## src/rtl/arith_pipe_pkg.sv

```systemverilog
`default_nettype none
// +----------------------------------------------------------------------+
// | arith_pipe_pkg : opcode encoding shared by the datapath and its ALU  |
// | rev 1.0                                                              |
// +----------------------------------------------------------------------+
package arith_pipe_pkg;

  localparam int OPCODE_W = 3;

  typedef logic [OPCODE_W-1:0] opcode_t;

  typedef enum opcode_t {
    OP_ADD    = 3'b000,
    OP_SUB    = 3'b001,
    OP_AND    = 3'b010,
    OP_OR     = 3'b011,
    OP_XOR    = 3'b100,
    OP_SADD   = 3'b101,
    OP_MAC    = 3'b110,
    OP_CLRACC = 3'b111
  } op_e;

  // Opcodes that write the accumulator when accepted.
  function automatic logic is_acc_op(input opcode_t op);
    return (op == OP_MAC) || (op == OP_CLRACC);
  endfunction

endpackage
`default_nettype wire

```

## src/rtl/arith_alu.sv

```systemverilog
`default_nettype none
// +----------------------------------------------------------------------+
// | arith_alu : combinational ALU with saturating add and MAC            |
// | rev 1.0                                                              |
// +----------------------------------------------------------------------+
module arith_alu
  import arith_pipe_pkg::*;
#(
  parameter int N = 16
) (
  input  logic [N-1:0] a,
  input  logic [N-1:0] b,
  input  opcode_t      opcode,
  input  logic [N-1:0] acc,
  output logic [N-1:0] result,
  output logic         co,
  output logic [N-1:0] acc_next
);

  localparam logic signed [2*N:0] MAX_W = {{(N+2){1'b0}}, {(N-1){1'b1}}};
  localparam logic signed [2*N:0] MIN_W = {{(N+2){1'b1}}, {(N-1){1'b0}}};
  localparam logic [N-1:0]        MAX_N = {1'b0, {(N-1){1'b1}}};
  localparam logic [N-1:0]        MIN_N = {1'b1, {(N-1){1'b0}}};

  // Returns {clamped, value} for a wide signed sum squeezed into N bits.
  function automatic logic [N:0] sat(input logic signed [2*N:0] v);
    if (v > MAX_W) begin
      return {1'b1, MAX_N};
    end else if (v < MIN_W) begin
      return {1'b1, MIN_N};
    end
    return {1'b0, v[N-1:0]};
  endfunction

  logic [N:0]               sum_u;
  logic [N:0]               diff_u;
  logic signed [2*N-1:0]    a_x2;
  logic signed [2*N-1:0]    b_x2;
  logic signed [2*N-1:0]    prod;
  logic signed [2*N:0]      a_w;
  logic signed [2*N:0]      b_w;
  logic signed [2*N:0]      acc_w;
  logic signed [2*N:0]      sadd_w;
  logic signed [2*N:0]      mac_w;
  logic [N:0]               sadd_s;
  logic [N:0]               mac_s;

  always_comb begin
    sum_u  = {1'b0, a} + {1'b0, b};
    diff_u = {1'b0, a} - {1'b0, b};
    a_x2   = {{N{a[N-1]}}, a};
    b_x2   = {{N{b[N-1]}}, b};
    prod   = a_x2 * b_x2;
    a_w    = {{(N+1){a[N-1]}}, a};
    b_w    = {{(N+1){b[N-1]}}, b};
    acc_w  = {{(N+1){acc[N-1]}}, acc};
    sadd_w = a_w + b_w;
    mac_w  = acc_w + {prod[2*N-1], prod};
    sadd_s = sat(sadd_w);
    mac_s  = sat(mac_w);

    result   = '0;
    co       = 1'b0;
    acc_next = acc;
    case (opcode)
      OP_ADD:    {co, result} = sum_u;
      OP_SUB: begin
        result = diff_u[N-1:0];
        co     = diff_u[N];
      end
      OP_AND:    result = a & b;
      OP_OR:     result = a | b;
      OP_XOR:    result = a ^ b;
      OP_SADD:   {co, result} = sadd_s;
      OP_MAC: begin
        {co, acc_next} = mac_s;
        result         = mac_s[N-1:0];
      end
      OP_CLRACC: begin
        result   = acc;
        acc_next = '0;
      end
      default: ;
    endcase
  end

endmodule
`default_nettype wire

```

## src/rtl/arith_pipe_datapath.sv

```systemverilog
`default_nettype none
// +----------------------------------------------------------------------+
// | arith_pipe_datapath : valid/ready ALU with PIPE output stages        |
// | rev 1.0                                                              |
// +----------------------------------------------------------------------+
module arith_pipe_datapath
  import arith_pipe_pkg::*;
#(
  parameter int N    = 16,
  parameter int PIPE = 2
) (
  input  logic         clk,
  input  logic         rst,
  input  logic         in_valid,
  output logic         in_ready,
  input  logic [N-1:0] A,
  input  logic [N-1:0] B,
  input  opcode_t      opcode,
  output logic         out_valid,
  input  logic         out_ready,
  output logic [N-1:0] Y,
  output logic         co
);

  logic [N-1:0] alu_result;
  logic [N-1:0] alu_acc_next;
  logic         alu_co;
  logic [N-1:0] acc_q;
  logic [N-1:0] acc_d;
  logic         in_xfer;

  arith_alu #(.N(N)) u_alu (
    .a        (A),
    .b        (B),
    .opcode   (opcode),
    .acc      (acc_q),
    .result   (alu_result),
    .co       (alu_co),
    .acc_next (alu_acc_next)
  );

  assign in_xfer = in_valid && in_ready;

  // The accumulator commits at acceptance, so the next accepted op sees it.
  always_comb begin
    acc_d = acc_q;
    if (in_xfer && is_acc_op(opcode)) begin
      acc_d = alu_acc_next;
    end
  end

  always_ff @(posedge clk) begin
    if (rst) begin
      acc_q <= '0;
    end else begin
      acc_q <= acc_d;
    end
  end

  generate
    if (PIPE == 0) begin : g_comb
      assign in_ready  = out_ready;
      assign out_valid = in_valid;
      assign Y         = alu_result;
      assign co        = alu_co;
    end else begin : g_pipe
      logic                  en;
      logic [PIPE:0]         vld_c;
      logic [PIPE:0][N-1:0]  y_c;
      logic [PIPE:0]         co_c;

      assign en       = !vld_c[PIPE] || out_ready;
      assign vld_c[0] = in_valid;
      // Bubbles carry zero data so an idle output reads as zero.
      assign y_c[0]   = in_valid ? alu_result : '0;
      assign co_c[0]  = in_valid && alu_co;

      for (genvar s = 0; s < PIPE; s++) begin : g_stage
        logic         vld_q;
        logic         vld_d;
        logic [N-1:0] y_q;
        logic [N-1:0] y_d;
        logic         co_q;
        logic         co_d;

        always_comb begin
          vld_d = vld_q;
          y_d   = y_q;
          co_d  = co_q;
          if (en) begin
            vld_d = vld_c[s];
            y_d   = y_c[s];
            co_d  = co_c[s];
          end
        end

        always_ff @(posedge clk) begin
          if (rst) begin
            vld_q <= 1'b0;
            y_q   <= '0;
            co_q  <= 1'b0;
          end else begin
            vld_q <= vld_d;
            y_q   <= y_d;
            co_q  <= co_d;
          end
        end

        assign vld_c[s+1] = vld_q;
        assign y_c[s+1]   = y_q;
        assign co_c[s+1]  = co_q;
      end

      assign in_ready  = en;
      assign out_valid = vld_c[PIPE];
      assign Y         = y_c[PIPE];
      assign co        = co_c[PIPE];
    end
  endgenerate

endmodule
`default_nettype wire

```

## config.mk

```make
export PLATFORM = sky130hd
export DESIGN_NAME = arith_pipe_datapath
export DESIGN_NICKNAME = d
export VERILOG_FILES = /design/src/rtl/arith_pipe_pkg.sv /design/src/rtl/arith_alu.sv /design/src/rtl/arith_pipe_datapath.sv
export SDC_FILE = /design/constraint.sdc
export NUM_CORES = 1
export LEC_CHECK = 0
export BUFFER_PORTS_ARGS = -buffer_cell sky130_fd_sc_hd__buf_2
export CELL_PAD_IN_SITES_DETAIL_PLACEMENT = 1
export CELL_PAD_IN_SITES_GLOBAL_PLACEMENT = 2
export CORE_MARGIN = 8
export CORE_UTILIZATION = 44
export DETAILED_ROUTE_END_ITERATION = 12
export PLACE_DENSITY = 0.87
export SETUP_SLACK_MARGIN = 0.05
export SLEW_MARGIN = 20
export SYNTH_ARGS = -nofsm -noshare
export SYNTH_HDL_FRONTEND = slang
export SYNTH_SLANG_ARGS = --single-unit
```

## constraint.sdc

```tcl
create_clock -name clk -period 11.2 [get_ports clk]
set_clock_uncertainty 0.05 [all_clocks]
set_input_delay 0.56 -clock clk [delete_from_list [all_inputs] [get_ports clk]]
set_output_delay 0.56 -clock clk [all_outputs]
set_load 0.02 [all_outputs]
```

==> metrics.cfg, run 1 <==
[timing]
rsz0062_at_grt = false
slew_headroom_pct = 22.43
setup_violations = 0
slew_violations = 0
min_period_ns = 8.950
worstMarginPinSlew_ns = 1.151
fmax_mhz = 111.7
tns_ns = 0
hold_viol = 0
period_share_pct = 79.91

[clock_network]
cts_resized = 0
cts-buffers-inserted = 5
clockBufferDepth = 2
clk_pin_slew_worst_paths_ns = 0.08
clkSinkCount = 52
cts_tree = yes
root_buffer = clkbuf_16
clock_latency_ns = 0.30
ctsHoldBuffers = 0
ctsHtreeMaxLevel = 2
post_cts_buffers = 0

[yosys]
syn-num-nets = 2347
ys.warnings.count = 0
yosys.area_share.xor_xnor_pct = 2.848
synth_mux_area_share_pct = 0
synth-edff-count = 0
synth_top_family_by_area = adder cells
syn_area_per_cell_um2 = 8.315
yosys.area.top_type = fa_1
synth_cells = 1886
synth_seq_cells = 52
synthAdderAreaFrac_pct = 47.45
ys.flop_type = dfxtp_1
synth_area_leaders = fa_1 37%, ha_1 11%, inv_1 8.6%
synth_top_area_share_pct = 36.76
synth-simple-area-share_pct = 14.57
netlist_area_mm2 = 0.01568
async_reset_ff_share_pct = 0
yosysUniqueCellTypes = 95
synth_compound_area_share_pct = 16.12
ys_seq_area_share_pct = 6.638

[drt]
dr.pass1.iters = 5
vias_per_cell = 5.778
drt_iter0_markers = 811
routed_wl_um = 54550
drc_errors = 0
drtAntennaViolNets = 0
vias = 13375
wire_per_inst_um = 23.56

[finish]
finalCoreUtilization_pct = 46.07
drive_gt1_share_pct = 6.311
area_growth_pct = 3.718
n_antenna_cell = 0
design_area_mm2 = 0.01627
fin_cells = 2315
finalNetCount = 2315

[global_routing]
first_global_vias = 14665
grt_pass1_wl_um = 85910
grt.total_usage_pct = 26.50
grt_max_degree = 54
grt_antenna_before_repair = 3
grt_overflow = 0

[placement]
io_buffers = 57
dpl.cell_count = 2308
gp_congestion = 0.9685
dpl.hpwl_um = 45860
postPlaceCellArea_mm2 = 0.01608

[setup_path]
cp_max_fo = 14
cp.arrival_ns = 9.10
critPathKind = primary input to flip-flop
slowest_stage = nor4_4
critPathMaxStageDelay_ns = 0.95
crit_top_cell = inv_1
worstPathRequired_ns = 11.35
cpLargestDelayFamily = adder cells
path_buf_inv = 8
cp-end-kind = flip-flop
start_kind = primary input

[floorplanning]
die_w_um = 204.8
io-pin-count = 58
coreArea_mm2 = 0.03531
die_y_um = 204.8
die_area_mm2 = 0.04194
fp-row-count = 69
initial_core_util_pct = 44.41

[job]
cap_violations = 0

[run_status]
status = complete, no violations

[hold_path]
hp-class = flip-flop to flip-flop

## cell usage after synthesis (9+ instances only)
library cell  instances
a221oi_1             13
clkbuf_1             64
a21oi_1             105
nand2b_1             12
fa_1                288
a311oi_1             13
o211ai_1             14
inv_1               358
o21ai_0              53
ha_1                134
o22ai_1              10
dfxtp_1              52
nand2_1             209
nor2_1              191
nand3_1              25
buf_4                22
o21bai_1             12
xnor2_1              37
nor3_1               21
a21o_1               19
a22oi_1               9
clkinv_1             14
xor2_1               14
a211oi_1             22
a31oi_1              11
## kinds of logic (layout without fill, tap and decap cells)
logic type	count (synthesis)	count (layout)
buf+inv	477	445
fa+ha+maj	422	422
simple gates	519	519
compound gates	365	365
flops	52	52
xor+xnor	51	51
## layout by cell type, fill, tap and decap left out, types with 19 or more instances in the layout
cell	synthesis	layout
nand3_1	25	25
a211oi_1	22	22
buf_2	5	57
nor2_1	191	191
dfxtp_1	52	52
o21ai_0	53	53
a21o_1	19	19
a21oi_1	105	105
nor3_1	21	21
inv_1	358	358
ha_1	134	134
xnor2_1	37	37
fa_1	288	288
nand2_1	209	209
## tightest hold or removal path, delay by kind of cell (launching register included)
kind	cells	cell delay, ns
flip-flops	1	0.31
AND/OR/NAND/NOR	1	0.05
AO/OA/AOI/OAI	1	0.05
## registers in the layout (all words and copies together), names as in the netlist
register	cells
co	1
g_pipe.g_stage.vld_q	1
out_valid	1
Y	16
acc_q	16
g_pipe.g_stage.y_q	16
g_pipe.g_stage.co_q	1
## metrics by stage
stage               hold slack (ns)  setup slack (ns)
floorplan                    0.3822             3.477
global placement             0.3856             2.327
detailed placement           0.3958             2.016
CTS                          0.4032             2.328
global route                 0.4284             1.848
finish                       0.3994             2.250
## layout make-up
class	instances	area [um^2]
tap	461	576.8
multi-input combinational	1357	12720
timing repair buffer	65	345.3
clock inverter	2	60.06
fill	4311	19040
clock buffer	5	125.1
inverter	373	1400
sequential	52	1041
## routing by layer
| metal | track usage [%] | vias to the layer above | share of wire [%] |
|---|---|---|---|
| li1 | - | 5951 | - |
| met1 | 32.89 | 6874 | 40 |
| met2 | 45.67 | 425 | 50 |
| met3 | 3.400 | 119 | 5.8 |
| met4 | 11.49 | 6 | 4.6 |
| met5 | 0 | - | 0.066 |
## worst paths after layout
path | start | to | slack [ns] | cells past startpoint
min reg2reg | Y[1] | Y[1] | 0.40 | 2
min | Y[1] | Y[1] | 0.40 | 2
max | B[5] | acc_q[7] | 2.25 | 26
max reg2reg | acc_q[15] | acc_q[7] | 3.26 | 19
Power of run 1 is not shown: default switching activity piles up to over one toggle a cycle in this logic, so the estimate is an artifact.
==> run 2: changes to the inputs <==
Settings changed: CORE_UTILIZATION 44 to 37, PLACE_DENSITY 0.87 to 0.78.
Clock period 11.2 ns to 8.21 ns, I/O delays scaled along.
==> metrics.cfg, run 2 (synthesized netlist as in run 1, its figures left out) <==
[run_status]
status = complete, no violations  ; unchanged

[hold_path]
hp-class = flip-flop to flip-flop  ; unchanged

[global_routing]
grt.total_usage_pct = 23.10  ; was 26.50%
grt_overflow = 0  ; unchanged
grt_pass1_wl_um = 89640  ; was 85,910 um
grt_max_degree = 54  ; unchanged
first_global_vias = 14821  ; was 14,665
grt_antenna_before_repair = 0  ; was 3

[placement]
pre_cts_ws_ns = -0.2007  ; was 2.016 ns
dpl.cell_count = 2447  ; was 2,308
dpl.hpwl_um = 48660  ; was 45,860 um
io_buffers = 57  ; unchanged
gp_congestion = 0.9382  ; was 0.9685

[floorplanning]
coreArea_mm2 = 0.04185  ; was 0.03531 mm^2
die_w_um = 221.9  ; was 204.8 um
io-pin-count = 58  ; unchanged
fp-row-count = 75  ; was 69
die_area_mm2 = 0.04923  ; was 0.04194 mm^2
initial_core_util_pct = 37.47  ; was 44.41%
die_y_um = 221.9  ; was 204.8 um

[setup_path]
cp-end-kind = flip-flop  ; unchanged
critPathKind = primary input to flip-flop  ; unchanged
cp.arrival_ns = 8.07  ; was 9.10 ns
start_kind = primary input  ; unchanged
slowest_stage = fa_1  ; was nor4_4
crit_top_cell = fa_1  ; was inv_1
critPathMaxStageDelay_ns = 0.59  ; was 0.95 ns
cp_max_fo = 12  ; was 14
path_buf_inv = 9  ; was 8
worstPathRequired_ns = 8.36  ; was 11.35 ns
cpLargestDelayFamily = adder cells  ; unchanged

[timing]
slew_violations = 0  ; unchanged
worstMarginPinSlew_ns = 0.9918  ; was 1.151 ns
rsz0062_at_grt = false  ; unchanged
period_share_pct = 96.37
hold_viol = 0  ; unchanged
setup_slack_ns = 0.2982  ; was 2.250 ns
slew_headroom_pct = 33.40  ; was 22.43%
min_period_ns = 7.912
setup_violations = 0  ; unchanged
fmax_mhz = 126.4

[finish]
fin_cells = 2464  ; was 2,315
final_cell_mix = 356 x inv_1, 288 x fa_1, 209 x nand2_1  ; was 358 x inv_1, 288 x fa_1, 209 x nand2_1
n_antenna_cell = 0  ; unchanged
finalNetCount = 2385  ; was 2,315
area_growth_pct = 7.819  ; was 3.718%
final_common_cell = inv_1  ; unchanged
drive_gt1_share_pct = 10.03  ; was 6.311%

[clock_network]
clockBufferDepth = 2  ; unchanged
ctsHtreeMaxLevel = 2  ; unchanged
clock_latency_ns = 0.30  ; about the same
clkSinkCount = 52  ; unchanged
cts-buffers-inserted = 5  ; unchanged
cts_tree = yes  ; unchanged
clk_pin_slew_worst_paths_ns = 0.08  ; about the same
root_buffer = clkbuf_16  ; unchanged

[drt]
drtAntennaViolNets = 0  ; unchanged
vias = 13496  ; was 13,375
vias_per_cell = 5.477  ; was 5.778
drt_iter0_markers = 897  ; was 811
wire_per_inst_um = 22.99  ; was 23.56 um
dr.pass1.iters = 5  ; unchanged
routed_wl_um = 56660  ; was 54,550 um
drc_errors = 0  ; unchanged

[job]
cap_violations = 0  ; unchanged

[run 2: worst reg2reg max path, stage by stage (launching register included)]
cell and delay [ns]:
dfxtp_1 0.61, ha_1 0.42, fa_1 0.77, fa_1 0.60
fa_1 0.51, inv_1 0.07, fa_1 0.55, inv_1 0.05
ha_1 0.29, buf_4 0.16, a21oi_1 0.27, o21ai_1 0.15
or2_2 0.31, a211o_4 0.34, a41oi_2 0.23, xnor2_1 0.17
or3b_4 0.46, nor4_4 0.42, buf_6 0.23, nor2_1 0.11
o311ai_1 0.30
[run 2: cell type report]
cell class / count / area (um^2)
clock buffers: 5 / 125.1
inverters: 373 / 1408
flip-flops and latches: 52 / 1041
fillers: 5069 / 24940
well taps: 539 / 674.4
clock inverters: 3 / 42.54
repair buffers: 135 / 887.1
multi-input cells: 1357 / 12730
[run 2: timing repair]
action / 4_1_cts / 5_1_grt
hold buffers: 0 / 0
gates resized for setup: 0 / 7
setup endpoints to repair: 0 / 23
buffers inserted: 0 / 9
[run 2: per-stage QoR]
step	hold slack, ns	utilization [%]	cell area, um^2	TNS, ns
after floorplan	0.3822	-	15680	0
after global placement	0.3843	39.76	16640	0
after detailed placement	0.3935	39.76	16640	-1.521
after CTS	0.4039	40.16	16810	0
after global routing	0.4280	40.40	16910	0
final	0.4001	40.40	16910	0
[run 2: metal layers]
metal	GRT usage (%)	vias to the layer above	wire, um
met4	8.724	0	2474
met1	30.56	7000	24950
met5	0	-	0
met2	39.20	294	27390
met3	1.666	107	1836
li1	-	6095	-
[run 2: path summary, 6_finish.rpt]
path / from / to / slack [ns] / depth (start not counted)
min: Y[0] / Y[0] / 0.40 / 2
max reg2reg: acc_q[15] / acc_q[6] / 1.06 / 20
max: A[15] / acc_q[6] / 0.30 / 27
min reg2reg: Y[0] / Y[0] / 0.40 / 2
Power of run 2 is left out for the same reason.
